$ cat src/rtl/osc_dec_avg_if.sv
// ---------------------------------------------------------------------------
// osc_dec_avg_if
// Streaming bus used on both sides of the block averager. It carries
// one sample or result per transfer, with a valid/ready handshake and an
// end-of-acquisition marker.
//   TDATA  : two's complement sample or result, DW bits
//   TVALID : producer has a word on the bus
//   TLAST  : word closes its acquisition or truncated block
//   TREADY : consumer accepts the word this cycle
// Modports: master drives data/valid/last, slave drives ready.
// ---------------------------------------------------------------------------
interface osc_dec_avg_if #(
   parameter int DW = 16
);
   logic [DW-1:0] TDATA;
   logic          TVALID;
   logic          TLAST;
   logic          TREADY;

   modport master (output TDATA, output TVALID, output TLAST, input TREADY);
   modport slave  (input TDATA, input TVALID, input TLAST, output TREADY);
endinterface

$ cat src/rtl/osc_dec_avg.sv
// ---------------------------------------------------------------------------
// osc_dec_avg
// Block averager / decimator for calibrated oscilloscope samples. Samples
// are summed in blocks of 2^L and each block yields one rounded mean.
// A TLAST on the input closes the block early; the sum is still divided
// by 2^L and the result is flagged with TLAST.
// Ports:
//   clk, rst  : single clock, synchronous active-high reset
//   sti       : input sample stream (slave side)
//   sto       : output mean stream (master side), one-entry result register
//   cfg_en    : averaging enable; when low, samples are discarded
//   cfg_log2  : log2 of block length, clamped to LMAX
//   sts_cnt   : number of results handed over on sto (wraps)
// ---------------------------------------------------------------------------
module osc_dec_avg #(
   parameter int DW   = 16,
   parameter int LMAX = 10
) (
   input  logic                 clk,
   input  logic                 rst,
   osc_dec_avg_if.slave         sti,
   osc_dec_avg_if.master        sto,
   input  logic                 cfg_en,
   input  logic [3:0]           cfg_log2,
   output logic [31:0]          sts_cnt
);

   localparam int         AW    = DW + LMAX;
   localparam int         NW    = (LMAX > 0) ? LMAX : 1;
   localparam logic [3:0] LMAX4 = 4'(LMAX);

   logic signed [AW-1:0] acc;
   logic signed [AW-1:0] acc_sum;
   logic signed [AW-1:0] rnd;
   logic signed [AW-1:0] acc_res;
   logic [NW-1:0]        n;
   logic [NW:0]          n_last;
   logic [3:0]           l_lat;
   logic [3:0]           l_cfg;
   logic [3:0]           l_cur;
   logic                 in_xfer;
   logic                 out_xfer;
   logic                 closing;
   logic                 truncated;
   logic                 sto_valid;
   logic [DW-1:0]        sto_data;
   logic                 sto_last;

   // The result register can take a new result whenever it is empty or is
   // being emptied this cycle, so input is only stalled by a blocked result.
   assign sti.TREADY = !sto_valid | sto.TREADY;
   assign sto.TVALID = sto_valid;
   assign sto.TDATA  = sto_data;
   assign sto.TLAST  = sto_last;

   // Block length selection, running sum and the rounded mean for the
   // current sample. The first sample of a block uses the live (clamped)
   // configuration; later samples use the value latched with that first
   // sample, so reconfiguration only affects the following block.
   // The rounding term plus a full block of maximum samples still fits in
   // AW bits, so the shifted result always fits in DW bits.
   always_comb begin
      l_cfg     = (cfg_log2 > LMAX4) ? LMAX4 : cfg_log2;
      l_cur     = (n == '0) ? l_cfg : l_lat;
      n_last    = ((NW+1)'(1) << l_cur) - (NW+1)'(1);
      in_xfer   = sti.TVALID & sti.TREADY;
      out_xfer  = sto_valid & sto.TREADY;
      truncated = ({1'b0, n} != n_last);
      closing   = in_xfer & cfg_en & (!truncated | sti.TLAST);
      acc_sum   = acc + {{LMAX{sti.TDATA[DW-1]}}, sti.TDATA};
      rnd       = '0;
      if (l_cur != 4'd0) begin
         rnd = AW'(1) << (l_cur - 4'd1);
      end
      acc_res   = (acc_sum + rnd) >>> l_cur;
   end

   // Accumulator, sample counter and latched block length. Disabling the
   // block clears any partial sum; a closing sample leaves the accumulator
   // empty so the next accepted sample starts a fresh block.
   always_ff @(posedge clk) begin
      if (rst) begin
         acc   <= '0;
         n     <= '0;
         l_lat <= '0;
      end else if (!cfg_en) begin
         acc <= '0;
         n   <= '0;
      end else if (in_xfer) begin
         if (n == '0) begin
            l_lat <= l_cfg;
         end
         if (closing) begin
            acc <= '0;
            n   <= '0;
         end else begin
            acc <= acc_sum;
            n   <= n + NW'(1);
         end
      end
   end

   // One-entry result register and delivery counter. A closing sample can
   // only be accepted when the register is free or draining, so a held
   // result is never overwritten while stalled.
   always_ff @(posedge clk) begin
      if (rst) begin
         sto_valid <= 1'b0;
         sto_data  <= '0;
         sto_last  <= 1'b0;
         sts_cnt   <= '0;
      end else begin
         if (out_xfer) begin
            sts_cnt <= sts_cnt + 32'd1;
         end
         if (closing) begin
            sto_valid <= 1'b1;
            sto_data  <= acc_res[DW-1:0];
            sto_last  <= sti.TLAST & truncated;
         end else if (out_xfer) begin
            sto_valid <= 1'b0;
         end
      end
   end

endmodule

$ cat src/flat_wrapper.sv
// flat-port wrapper written by rule: the top's interface ports become plain ports
module osc_dec_avg_flat 
#(
   parameter int DW   = 16,
   parameter int LMAX = 10
)
  (clk, rst, cfg_en, cfg_log2, sts_cnt, sti_TDATA, sti_TVALID, sti_TLAST, sti_TREADY, sto_TDATA, sto_TVALID, sto_TLAST, sto_TREADY);
  osc_dec_avg_if #(.DW(DW)) sti_i ();
  osc_dec_avg_if #(.DW(DW)) sto_i ();
  input  logic clk;
  input  logic rst;
  input  logic cfg_en;
  input  logic [3:0] cfg_log2;
  output logic [31:0] sts_cnt;
  input wire logic [$bits(sti_i.TDATA)-1:0] sti_TDATA;
  input wire logic [$bits(sti_i.TVALID)-1:0] sti_TVALID;
  input wire logic [$bits(sti_i.TLAST)-1:0] sti_TLAST;
  output wire logic [$bits(sti_i.TREADY)-1:0] sti_TREADY;
  output wire logic [$bits(sto_i.TDATA)-1:0] sto_TDATA;
  output wire logic [$bits(sto_i.TVALID)-1:0] sto_TVALID;
  output wire logic [$bits(sto_i.TLAST)-1:0] sto_TLAST;
  input wire logic [$bits(sto_i.TREADY)-1:0] sto_TREADY;
  assign sti_i.TDATA = sti_TDATA;
  assign sti_i.TVALID = sti_TVALID;
  assign sti_i.TLAST = sti_TLAST;
  assign sti_TREADY = sti_i.TREADY;
  assign sto_TDATA = sto_i.TDATA;
  assign sto_TVALID = sto_i.TVALID;
  assign sto_TLAST = sto_i.TLAST;
  assign sto_i.TREADY = sto_TREADY;
  osc_dec_avg #(.DW(DW), .LMAX(LMAX)) u_core (.clk(clk), .rst(rst), .sti(sti_i), .sto(sto_i), .cfg_en(cfg_en), .cfg_log2(cfg_log2), .sts_cnt(sts_cnt));
endmodule
$ cat config.mk
export PLATFORM = sky130hd
export DESIGN_NAME = osc_dec_avg_flat
export DESIGN_NICKNAME = d
export VERILOG_FILES = /design/src/rtl/osc_dec_avg_if.sv /design/src/rtl/osc_dec_avg.sv /design/src/flat_wrapper.sv
export SDC_FILE = /design/constraint.sdc
export NUM_CORES = 1
export LEC_CHECK = 0
export BUFFER_PORTS_ARGS = -buffer_cell sky130_fd_sc_hd__clkbuf_2
export CORE_ASPECT_RATIO = 0.8
export CORE_MARGIN = 2
export CORE_UTILIZATION = 30
export DETAILED_ROUTE_END_ITERATION = 8
export GPL_TIMING_DRIVEN = 0
export PLACE_DENSITY = 0.45
export RECOVER_POWER = 100
export SETUP_SLACK_MARGIN = 0.3
export SLEW_MARGIN = 20
export SYNTH_ARGS = -nofsm -noshare
export SYNTH_HDL_FRONTEND = slang
export SYNTH_SLANG_ARGS = --single-unit
$ cat constraint.sdc
create_clock -name clk -period 8.35 [get_ports clk]
set_input_delay 0 -clock clk [delete_from_list [all_inputs] [get_ports clk]]
set_output_delay 0 -clock clk [all_outputs]
set_load 0.03 [all_outputs]
==> reports/results.ini, run 1 <==
[route]
avgViaCountPerCell = 5.50
drcViolationCount = 0
post_drt_wl_per_cell_um = 19.2
drt_wl_total_um = 27900
dr.pass1.iters = 5
drtAntennaViolNets = 0
drt_iter0_markers = 716
num_vias = 8001

[sta]
whs_ns = 0.101
grt_setup_unrepaired = no
hold_viol = 0
fin_crit_ns = 7.60
fmax_ghz = 0.132
finalSetupViolCount = 0
layout_setup_ws_ns = 0.751
fin_skew_ns = 0.0134
slew_headroom_pct = 40.5
drv_slew = 0
fin_crit_sh_pct = 91.0
tns_ns = 0
tightestPinTransition_ns = 0.881

[worst_setup_path]
path_max_fanout = 10
crit_chain = inv_1, ha_1, nor4b_4, nand3_4, mux2i_1, clkbuf_1, clkbuf_1, buf_2, nor3_1, ha_1, a211oi_1, o211ai_1, nand2_1, o41ai_1, a21o_1, o211ai_2, nor4_1, xor2_1, o21ai_1, a2111oi_0, a21oi_1
worstRegToRegCells = 21
crit_arrival_ns = 7.83
required_ns = 8.58
critPathKind = register to register
crit_slowest_cell = mux2i_1
slowest_delay_ns = 0.67
cp-start-kind = register
endpoint_kind = register

[cts]
clockRootBuffer = clkbuf_16
clk_path_buf_depth = 2
clk_pin_slew_worst_paths_ns = 0.07
cts_sinks = 90
numCtsBuffers = 9
post_cts_buffers = 0
clk_latency_ns = 0.37
htreeDepth = 3
cts_tree = yes

[floorplan]
die_w_um = 183
fp.dieArea_sq_um = 27100
coreArea_sq_um = 25300
boundaryPins = 77
die_y_um = 148
initial_core_util_pct = 30.6
row_count = 52

[placement]
port-buffer-count = 76
placed_cells = 1439
dp_hpwl_um = 22000
gp_congestion = 0.944
place_ws_ns = 0.960
place_area_sq_um = 8520

[logic_synthesis]
syn_inst = 1039
synth_fa_ha_area_share_pct = 7.80
synth.distinct_cells = 83
synth_nets = 1112
synth_top_family_by_area = simple AND/OR/NAND/NOR gates
muxShareOfSynthArea_pct = 4.13
ys.flop_type = dfxtp_1
synth_edf_count = 0
synth_most_common_cell = nor2_1
avgSynthCellArea_sq_um = 7.44
synthSimpleGateAreaFrac_pct = 27.0
synth_xor_area_share_pct = 8.95
yosys.area.top_type = dfxtp_1
ys_ff_latch = 90
async_flop_share_pct = 0
syn-cell-area_sq_um = 7730
synth_compound_area_share_pct = 24.6
ys_top_cells_by_count = nor2_1 (122), nand2_1 (117), a21oi_1 (101)
yosysTopAreaCellShare_pct = 23.3
ys_seq_area_share_pct = 23.3
yosys_warnings = 0
synth_area_leaders = dfxtp_1 (23%), ha_1 (7.3%), a21oi_1 (6.5%)

[global_route]
grt_max_degree = 14
antenna_found_initial = 0
grt_pass1_vias = 7351
grt_usage_pct = 20.8
grt_pass1_wl_um = 43700
grt-ovfl-total = 0

[power]
power_mw = 1.33
p_leak_nw = 3.39
power_density_nw_per_um2 = 152
ir_worst_vdd_mv = 0.0852

[cells_and_area]
instances_no_fill = 1455
fin_area_sq_um = 8730
final_layout_size_suffix_gt1_share_pct = 6.63
area_growth_pct = 12.9
antenna_cells = 0
final_nets = 1201
utilization_pct = 34.5

[status]
status = complete, no violations

[run]
cap_violations = 0

[worst_hold_path]
min_delay_path_depth = 3
hold_path.class = primary input to register

-- placed cells by master (no fill, tap or decap), types with 13 or more instances in the layout --
master and count:
mux2i_1 24, dfxtp_1 90, a211oi_1 14, xor2_1 45
o211ai_1 24, ha_1 45, a21oi_1 101, nor2_1 122
nand4_1 22, and4_1 14, a21o_1 18, xnor2_1 34
clkbuf_1 95, nand3_1 50, nand2_1 117, nor3_1 24
and3_1 13, clkbuf_2 26, inv_1 20, o21ai_0 38
-- metal layers --
metal,wire length (um),global-route usage (%),up-vias
met5,0,0,-
met4,246,3.84,0
met3,1550,3.50,19
met2,11100,29.0,246
met1,15000,33.1,3760
li1,-,-,3976
-- registers in the layout, indices dropped and copies added (netlist names) --
register	cells
u_core.acc	26
u_core.l_lat	4
u_core.n	10
u_core.sto.TDATA	16
u_core.sto.TLAST	1
u_core.sto.TVALID	1
u_core.sts_cnt	32
-- final timing paths --
kind                                    startpoint                                end  slack (ns)
setup reg to reg          u_core.n[0]$_SDFFE_PP0P_   u_core.sto.TDATA[9]$_SDFFE_PP0P_        0.75
setup / recovery          u_core.n[0]$_SDFFE_PP0P_   u_core.sto.TDATA[9]$_SDFFE_PP0P_        0.75
hold reg to reg   u_core.sto.TDATA[6]$_SDFFE_PP0P_   u_core.sto.TDATA[6]$_SDFFE_PP0P_        0.44
hold / removal                                 rst  u_core.sto.TDATA[10]$_SDFFE_PP0P_        0.10
-- timing repair --
action                                  in CTS  in global routing
resized for setup                            0                  2
endpoints found under the setup margin       0                  1
hold buffers                                 2                  0
endpoints found under the hold margin        1                  0
-- worst max-delay path, delay by kind of cell (launching register included) --
family	cells	cell delay, ns
buffers and inverters	4	1.55
adders and majority gates	2	0.58
AOI/OAI and AO/OA	8	2.49
muxes	1	0.67
DFF	1	0.36
xor gates and xnor gates	1	0.40
and+or+nand+nor	5	1.41
-- cell families after synthesis --
kind of cell             Yosys count
AO/OA/AOI/OAI                    292
XOR/XNOR                          79
adder cells (fa/ha/maj)           47
buffers and inverters             78
flip-flops                        90
multiplexers                      30
other                              1
AND/OR/NAND/NOR                  422
-- area by class of cell --
type	count	area [sq um]
inverter	20	75.1
multi-input combinational	871	5600
clock inverter	3	42.5
tap	324	405
timing repair buffer	78	337
clock buffer	11	233
sequential	90	1800
buffer	58	240
fill	2752	16600
-- report_power, final --
group / internal, mW / switching, mW
sequential: 0.441 / 0.00688
combinational: 0.153 / 0.309
clock: 0.229 / 0.187
total: 0.823 / 0.502
Note: power is estimated with default switching activity, not from simulation.
==> run 2, diff against run 1 <==
--- a/config.mk
+++ b/config.mk
@@ -5,6 +5,7 @@
 export SDC_FILE = /design/constraint.sdc
 export NUM_CORES = 1
 export LEC_CHECK = 0
+export ABC_AREA = 1
 export BUFFER_PORTS_ARGS = -buffer_cell sky130_fd_sc_hd__clkbuf_2
 export CORE_ASPECT_RATIO = 0.8
 export CORE_MARGIN = 2
==> run 2 against run 1 <==
Net effect: utilization down 0.26 points; area after synthesis up 7.0%; setup slack better by 1.6 ns; die area up 6.8%; first-iteration DRC count down 15%; critical path type unchanged; critical endpoint is now u_core.sto.TDATA[2]$_SDFFE_PP0P_.
==> reports/results.ini, run 2 <==
[status]
status = complete, no violations  ; unchanged

[cts]
post_cts_buffers = 0  ; unchanged
holdBufCountCts = 1  ; was 2
clockRootBuffer = clkbuf_16  ; unchanged
clk_latency_ns = 0.37  ; about the same
cts_tree = yes  ; unchanged
cts_sinks = 90  ; unchanged
clk_pin_slew_worst_paths_ns = 0.08  ; was 0.07 ns
post_cts_resized = 0  ; unchanged
clk_path_buf_depth = 2  ; unchanged
htreeDepth = 3  ; unchanged
numCtsBuffers = 9  ; unchanged

[cells_and_area]
largest_reg_flops = 32  ; unchanged
antenna_cells = 0  ; unchanged
fin_area_sq_um = 9300  ; was 8730 sq um
final_layout_size_suffix_gt1_share_pct = 4.86  ; was 6.63%
top_register = u_core.sts_cnt  ; unchanged
layout_commonest_cell = nand2_1  ; was nor2_1
multi_input_area_sq_um = 5540  ; was 5600 sq um
regArea_sq_um = 1800  ; unchanged
final_cell_mix = nand2_1 (426), inv_1 (186), nand3_1 (142)  ; was nor2_1 (122), nand2_1 (117), a21oi_1 (101)
area_growth_pct = 12.4  ; was 12.9%
final_nets = 1571  ; was 1201
utilization_pct = 34.2  ; was 34.5%
n_fill_cell = 3153  ; was 2752

[sta]
fin_crit_ns = 5.98  ; was 7.60 ns
fmax_ghz = 0.167  ; was 0.132 GHz
grt_setup_unrepaired = no  ; unchanged
fin_crit_sh_pct = 71.6  ; was 91.0%
slew_headroom_pct = 5.40  ; was 40.5%
hold_viol = 0  ; unchanged
drv_slew = 0  ; unchanged
tns_ns = 0  ; unchanged
tightestPinTransition_ns = 1.40  ; was 0.881 ns
fin_skew_ns = 0.0106  ; was 0.0134 ns
finalSetupViolCount = 0  ; unchanged

[route]
drt_iter0_markers = 606  ; was 716
dr.pass1.iters = 6  ; was 5
post_drt_wl_per_cell_um = 15.2  ; was 19.2 um
drt_wl_total_um = 28400  ; was 27900 um
avgViaCountPerCell = 4.83  ; was 5.50
drcViolationCount = 0  ; unchanged
drtAntennaViolNets = 0  ; unchanged
num_vias = 9020  ; was 8001

[worst_setup_path]
critPathKind = register to register  ; unchanged
path_depth = 27  ; was 21
cp-start-kind = register  ; unchanged
worstRegToRegCells = 27  ; was 21
rrSetupSlack_ns = 2.37  ; was 0.75 ns
required_ns = 8.62  ; was 8.58 ns
critPathTopFamily = simple AND/OR/NAND/NOR gates  ; was compound AO/OA/AOI/OAI gates
crit_slowest_cell = o21ai_0  ; was mux2i_1
path_buf_inv = 5  ; was 4
crit_arrival_ns = 6.24  ; was 7.83 ns
r2r_end = u_core.sto.TDATA[2]$_SDFFE_PP0P_  ; was u_core.sto.TDATA[9]$_SDFFE_PP0P_
cp-startpoint = u_core.n[0]$_SDFFE_PP0P_  ; unchanged
rr_startpoint = u_core.n[0]$_SDFFE_PP0P_  ; unchanged
endpoint_kind = register  ; unchanged
crit_top_cell = nor2_1
slowest_delay_ns = 1.10  ; was 0.67 ns
cp-endpoint = u_core.sto.TDATA[2]$_SDFFE_PP0P_  ; was u_core.sto.TDATA[9]$_SDFFE_PP0P_
path_max_fanout = 10  ; unchanged

[logic_synthesis]
ys_top_cells_by_count = nand2_1 (424), inv_1 (186), nand3_1 (141)  ; was nor2_1 (122), nand2_1 (117), a21oi_1 (101)
synth_area_leaders = dfxtp_1 (22%), nand2_1 (19%), nand3_1 (8.5%)  ; was dfxtp_1 (23%), ha_1 (7.3%), a21oi_1 (6.5%)
avgSynthCellArea_sq_um = 5.86  ; was 7.44 sq um
ys_ff_latch = 90  ; unchanged
ys_seq_area_share_pct = 21.8  ; was 23.3%
syn-cell-area_sq_um = 8270  ; was 7730 sq um
yosysTopAreaCellShare_pct = 21.8  ; was 23.3%
async_flop_share_pct = 0  ; unchanged
syn_inst = 1411  ; was 1039
synth_nets = 1484  ; was 1112
yosys.area.top_type = dfxtp_1  ; unchanged
ys.flop_type = dfxtp_1  ; unchanged
yosys_warnings = 0  ; unchanged
synth_edf_count = 0  ; unchanged
synth_most_common_cell = nand2_1  ; was nor2_1
synth.distinct_cells = 50  ; was 83

[power]
power_mw = 1.37  ; was 1.33 mW
p_leak_nw = 4.37  ; was 3.39 nW
ir_worst_vdd_mv = 0.0998  ; was 0.0852 mV
power_density_nw_per_um2 = 147  ; was 152 nW/um^2

[global_route]
grt_pass1_vias = 8343  ; was 7351
grt_usage_pct = 20.0  ; was 20.8%
grt-ovfl-total = 0  ; unchanged
grt_pass1_wl_um = 45700  ; was 43700 um
grt_max_degree = 18  ; was 14
antenna_found_initial = 0  ; unchanged

[floorplan]
die_y_um = 153  ; was 148 um
coreArea_sq_um = 27200  ; was 25300 sq um
initial_core_util_pct = 30.5  ; was 30.6%
row_count = 54  ; was 52
boundaryPins = 77  ; unchanged
fp.dieArea_sq_um = 28900  ; was 27100 sq um
die_w_um = 190  ; was 183 um

[placement]
port-buffer-count = 75  ; was 76
place_area_sq_um = 9100  ; was 8520 sq um
dp_hpwl_um = 23600  ; was 22000 um
gp_congestion = 0.890  ; was 0.944

[run]
cap_violations = 0  ; unchanged

[worst_hold_path]
hold_path.class = primary input to register  ; unchanged

[run 2: routing by layer]
layer  track usage, %  routed length (um)  vias to the layer above
li1                 -                   -                     4769
met1             30.7               15600                     4084
met2             28.9               11300                      152
met3             3.71                1180                       15
met4             3.51                 255                        0
met5                0                   0                        -
[run 2: through the flow]
stage,instances,hold WS [ns],setup slack (ns)
after floorplan,1411,0.228,4.60
after global placement,1850,0.383,3.58
after detailed placement,1850,0.385,3.54
after CTS,1867,0.0432,3.49
after global routing,1867,0.122,1.85
final,1867,0.0495,2.37
[run 2: worst min-delay path by stage]
stage	endpoint	slack (ns)	cells past startpoint	startpoint
final	u_core.sto.TVALID$_SDFFE_PP0P_	0.05	6	sto_TREADY
after global routing	u_core.sto.TVALID$_SDFFE_PP0P_	0.12	6	sto_TREADY
after CTS	u_core.sto.TVALID$_SDFFE_PP0P_	0.04	6	sto_TREADY
after detailed placement	u_core.l_lat[3]$_SDFFE_PP0P_	0.39	4	cfg_en
after global placement	u_core.l_lat[3]$_SDFFE_PP0P_	0.38	4	cfg_en
after floorplan	sti_TREADY	0.23	2	sto_TREADY
[run 2: cell families (layout without fill, tap and decap cells)]
kind of cell | count (synthesis) | in the layout | synth area share [%]
AO/OA/AOI/OAI | 195 | 195 | 12.9
XOR/XNOR | 37 | 37 | 3.92
adder cells (fa/ha/maj) | 47 | 47 | 7.29
buffers and inverters | 230 | 322 | 10.7
flip-flops | 90 | 90 | 21.8
multiplexers | 1 | 1 | 0.121
other | 1 | 1 | 0.0453
AND/OR/NAND/NOR | 810 | 810 | 43.2
[run 2: layout make-up]
class / count / share of cell area (%)
Clock inverter: 6 / 0.848
Sequential cell: 90 / 19.4
Clock buffer: 10 / 2.57
Buffer: 39 / 1.60
Inverter: 191 / 7.71
Tap cell: 364 / 4.90
Multi-Input combinational cell: 1091 / 59.5
Timing Repair Buffer: 76 / 3.46
[run 2: worst reg2reg max path: stages, from the launching register on]
cell	delay (ns)
dfxtp_1	0.41
inv_1	0.12
ha_1	0.23
inv_1	0.09
nor2_1	0.04
nand2_1	0.18
nor2_1	0.17
o21ai_0	1.10
nor2_1	0.18
inv_1	0.20
nor2_1	0.08
inv_1	0.07
ha_1	0.23
xnor2_1	0.16
nor3_1	0.18
nand2_1	0.07
nand3b_1	0.15
nor2_1	0.14
nand2_1	0.07
nor2_1	0.12
nand2_1	0.06
nor2_1	0.09
nand3_1	0.38
nand2_1	0.47
clkbuf_1	0.52
nand2_1	0.16
nor2_1	0.14
nor2_1	0.05
[run 2: power by group]
group | switching, mW | leakage [nW] | internal, mW
clock network | 0.209 | 0.158 | 0.248
registers | 0.00764 | 0.730 | 0.441
logic | 0.321 | 3.48 | 0.143
total | 0.538 | 4.37 | 0.832
==> run 3, diff against run 2 <==
--- a/config.mk
+++ b/config.mk
@@ -12,7 +12,7 @@
 export CORE_UTILIZATION = 30
 export DETAILED_ROUTE_END_ITERATION = 8
 export GPL_TIMING_DRIVEN = 0
-export PLACE_DENSITY = 0.45
+export PLACE_DENSITY = 0.47
 export RECOVER_POWER = 100
 export SETUP_SLACK_MARGIN = 0.3
 export SLEW_MARGIN = 20
==> constraint.sdc (replaced) <==
create_clock -name clk -period 4.9 [get_ports clk]
set_input_delay 0 -clock clk [delete_from_list [all_inputs] [get_ports clk]]
set_output_delay 0 -clock clk [all_outputs]
set_load 0.03 [all_outputs]
==> run 3 against run 2 <==
Net effect: global-route usage fell by 0.30 points; combinational power rose by 78%; non-clock buffer count rose by 7; first-iteration DRC count rose by 20%; via count rose by 0.71%; power rose by 67%; clock skew rose by 0.0011 ns; sequential cell count did not move; utilization rose by 0.67 points; count of clock-buffer cells in the layout fell by 1; largest cell class unchanged; highest routed layer is now met5.
==> reports/results.ini, run 3 (same netlist as run 2, synthesis figures left out) <==
[worst_setup_path]
endpoint_kind = register  ; unchanged
crit_chain = inv_1, ha_1, inv_1, nor2_1, nand2_1, nor3_2, inv_2, nand2_4, nand2_2, nor2_1, ha_1, a21oi_1, nand3_1, a21boi_1, xor2_1, nand2_1, o21ai_0, o21ai_0, nand2_1, o221ai_1, nand2_1, nand2_1, nor2_1, nor2_1
critPathKind = register to register  ; unchanged
crit_slowest_cell = dfxtp_2  ; was o21ai_0
r2r_end = u_core.sto.TDATA[2]$_SDFFE_PP0P_  ; unchanged
rrSetupSlack_ns = 0.63  ; was 2.37 ns
rr_startpoint = u_core.n[0]$_SDFFE_PP0P_  ; unchanged
worstRegToRegCells = 24  ; was 27
required_ns = 5.17  ; was 8.62 ns
crit_arrival_ns = 4.54  ; was 6.24 ns
path_max_fanout = 10  ; unchanged
slowest_delay_ns = 0.35  ; was 1.10 ns
cp-start-kind = register  ; unchanged
crit_top_cell = nand2_1  ; was nor2_1

[power]
ir_worst_vdd_mv = 0.193  ; was 0.0998 mV
power_density_nw_per_um2 = 241  ; was 147 nW/um^2
p_leak_nw = 4.43  ; was 4.37 nW

[worst_hold_path]
hold_path.class = primary input to register  ; unchanged
hold_path_end = u_core.l_lat[3]$_SDFFE_PP0P_  ; was u_core.sto.TVALID$_SDFFE_PP0P_
min_delay_path_depth = 4  ; was 6
hold_path.startpoint = cfg_en  ; was sto_TREADY

[route]
avgViaCountPerCell = 4.85  ; was 4.83
num_vias = 9084  ; was 9020
drtAntennaViolNets = 0  ; unchanged
drt_wl_total_um = 28300  ; was 28400 um
post_drt_wl_per_cell_um = 15.1  ; was 15.2 um
drt_iter0_markers = 725  ; was 606
drcViolationCount = 0  ; unchanged
dr.pass1.iters = 5  ; was 6

[global_route]
antenna_found_initial = 0  ; unchanged
grt_usage_pct = 19.7  ; was 20.0%
grt_pass1_vias = 8355  ; was 8343
grt-ovfl-total = 0  ; unchanged
grt_max_degree = 17  ; was 18
grt_pass1_wl_um = 45100  ; was 45700 um

[cells_and_area]
layout_commonest_cell = nand2_1  ; unchanged
regArea_sq_um = 1800  ; about the same
largest_reg_flops = 32  ; unchanged
antenna_cells = 0  ; unchanged
utilization_pct = 34.9  ; was 34.2%
final_cell_mix = nand2_1 (419), inv_1 (185), nand3_1 (140)  ; was nand2_1 (426), inv_1 (186), nand3_1 (142)
top_register = u_core.sts_cnt  ; unchanged
multi_input_area_sq_um = 5670  ; was 5540 sq um
final_nets = 1578  ; was 1571
area_growth_pct = 14.6  ; was 12.4%
final_layout_size_suffix_gt1_share_pct = 7.36  ; was 4.86%
n_fill_cell = 3123  ; was 3153

[floorplan]
row_count = 54  ; unchanged
fp.dieArea_sq_um = 28900  ; unchanged
coreArea_sq_um = 27200  ; unchanged
initial_core_util_pct = 30.5  ; unchanged
die_y_um = 153  ; unchanged
boundaryPins = 77  ; unchanged
die_w_um = 190  ; unchanged

[cts]
cts_tree = yes  ; unchanged
htreeDepth = 3  ; unchanged
cts_sinks = 90  ; unchanged
clk_latency_ns = 0.37  ; about the same
clk_path_buf_depth = 2  ; unchanged
numCtsBuffers = 9  ; unchanged
clockRootBuffer = clkbuf_16  ; unchanged
clk_pin_slew_worst_paths_ns = 0.07  ; was 0.08 ns

[sta]
finalSetupViolCount = 0  ; unchanged
drv_slew = 0  ; unchanged
tns_ns = 0  ; unchanged
fin_crit_ns = 4.27  ; was 5.98 ns
tightestPinTransition_ns = 0.853  ; was 1.40 ns
hold_viol = 0  ; unchanged
fin_crit_sh_pct = 87.1  ; was 71.6%
fin_skew_ns = 0.0116  ; was 0.0106 ns
fmax_ghz = 0.234  ; was 0.167 GHz
whs_ns = 0.0314  ; was 0.0495 ns
slew_headroom_pct = 42.9  ; was 5.40%
grt_setup_unrepaired = yes  ; was no

[placement]
dp_hpwl_um = 23100  ; was 23600 um
gp_congestion = 0.889  ; was 0.890
port-buffer-count = 75  ; unchanged

[status]
status = complete, no violations  ; unchanged

[run]
cap_violations = 0  ; unchanged

[run 3: cell type report]
type,count,area share (%)
repair buffers,83,3.92
inverters,191,7.60
clock buffers,9,2.38
multi-input cells,1091,59.8
clock inverters,6,0.515
plain buffers,39,1.95
well taps,364,4.80
flip-flops and latches,90,19.0
[run 3: critical path, delay by kind of cell, from the launching register on]
family,cells,cell delay (ns)
AND/OR/NAND/NOR,13,1.89
AO/OA/AOI/OAI,5,0.97
adder cells (fa/ha/maj),2,0.46
flip-flops,1,0.35
buffers and inverters,3,0.26
XOR/XNOR,1,0.24
[run 3: through the flow]
stage                     setup WS, ns  std cells  area [sq um]  power (mW)
after floorplan                   1.15       1411          8270        1.36
after global placement           0.149       1850          9100        1.57
after detailed placement         0.110       1850          9100        1.57
after CTS                        0.324       1865          9390        2.27
after global routing             0.182       1873          9480        2.44
final                            0.632       1873          9480        2.29
[run 3: worst max-delay path by stage]
stage / from / slack (ns) / endpoint
floorplan: u_core.n[0]$_SDFFE_PP0P_ / 1.15 / u_core.sto.TDATA[10]$_SDFFE_PP0P_
global placement: u_core.n[0]$_SDFFE_PP0P_ / 0.15 / u_core.sto.TDATA[10]$_SDFFE_PP0P_
detailed placement: u_core.n[0]$_SDFFE_PP0P_ / 0.11 / u_core.sto.TDATA[11]$_SDFFE_PP0P_
CTS: u_core.n[0]$_SDFFE_PP0P_ / 0.32 / u_core.sto.TDATA[10]$_SDFFE_PP0P_
global route: u_core.n[0]$_SDFFE_PP0P_ / 0.18 / u_core.sto.TDATA[11]$_SDFFE_PP0P_
finish: u_core.n[0]$_SDFFE_PP0P_ / 0.63 / u_core.sto.TDATA[2]$_SDFFE_PP0P_
[run 3: repair_timing]
item                                    in CTS  in global routing
gates resized for setup                      5                 40
hold buffers                                 0                  0
endpoints found under the setup margin      15                 54
pin swaps                                    0                  5
buffers inserted                             0                  8
[run 3: layer usage]
layer	GRT usage [%]	share of wire (%)	vias to the layer above	wire, um
met2	28.5	40	147	11400
met1	30.5	55	4130	15600
li1	-	-	4786	-
met5	1.00	0.15	-	43
met3	2.79	3.3	19	939
met4	3.88	0.90	2	255
[run 3: power by group]
group / internal [mW] / switching [mW] / total (mW)
Sequential: 0.751 / 0.0131 / 0.764
Clock: 0.349 / 0.349 / 0.698
Combinational: 0.264 / 0.560 / 0.824
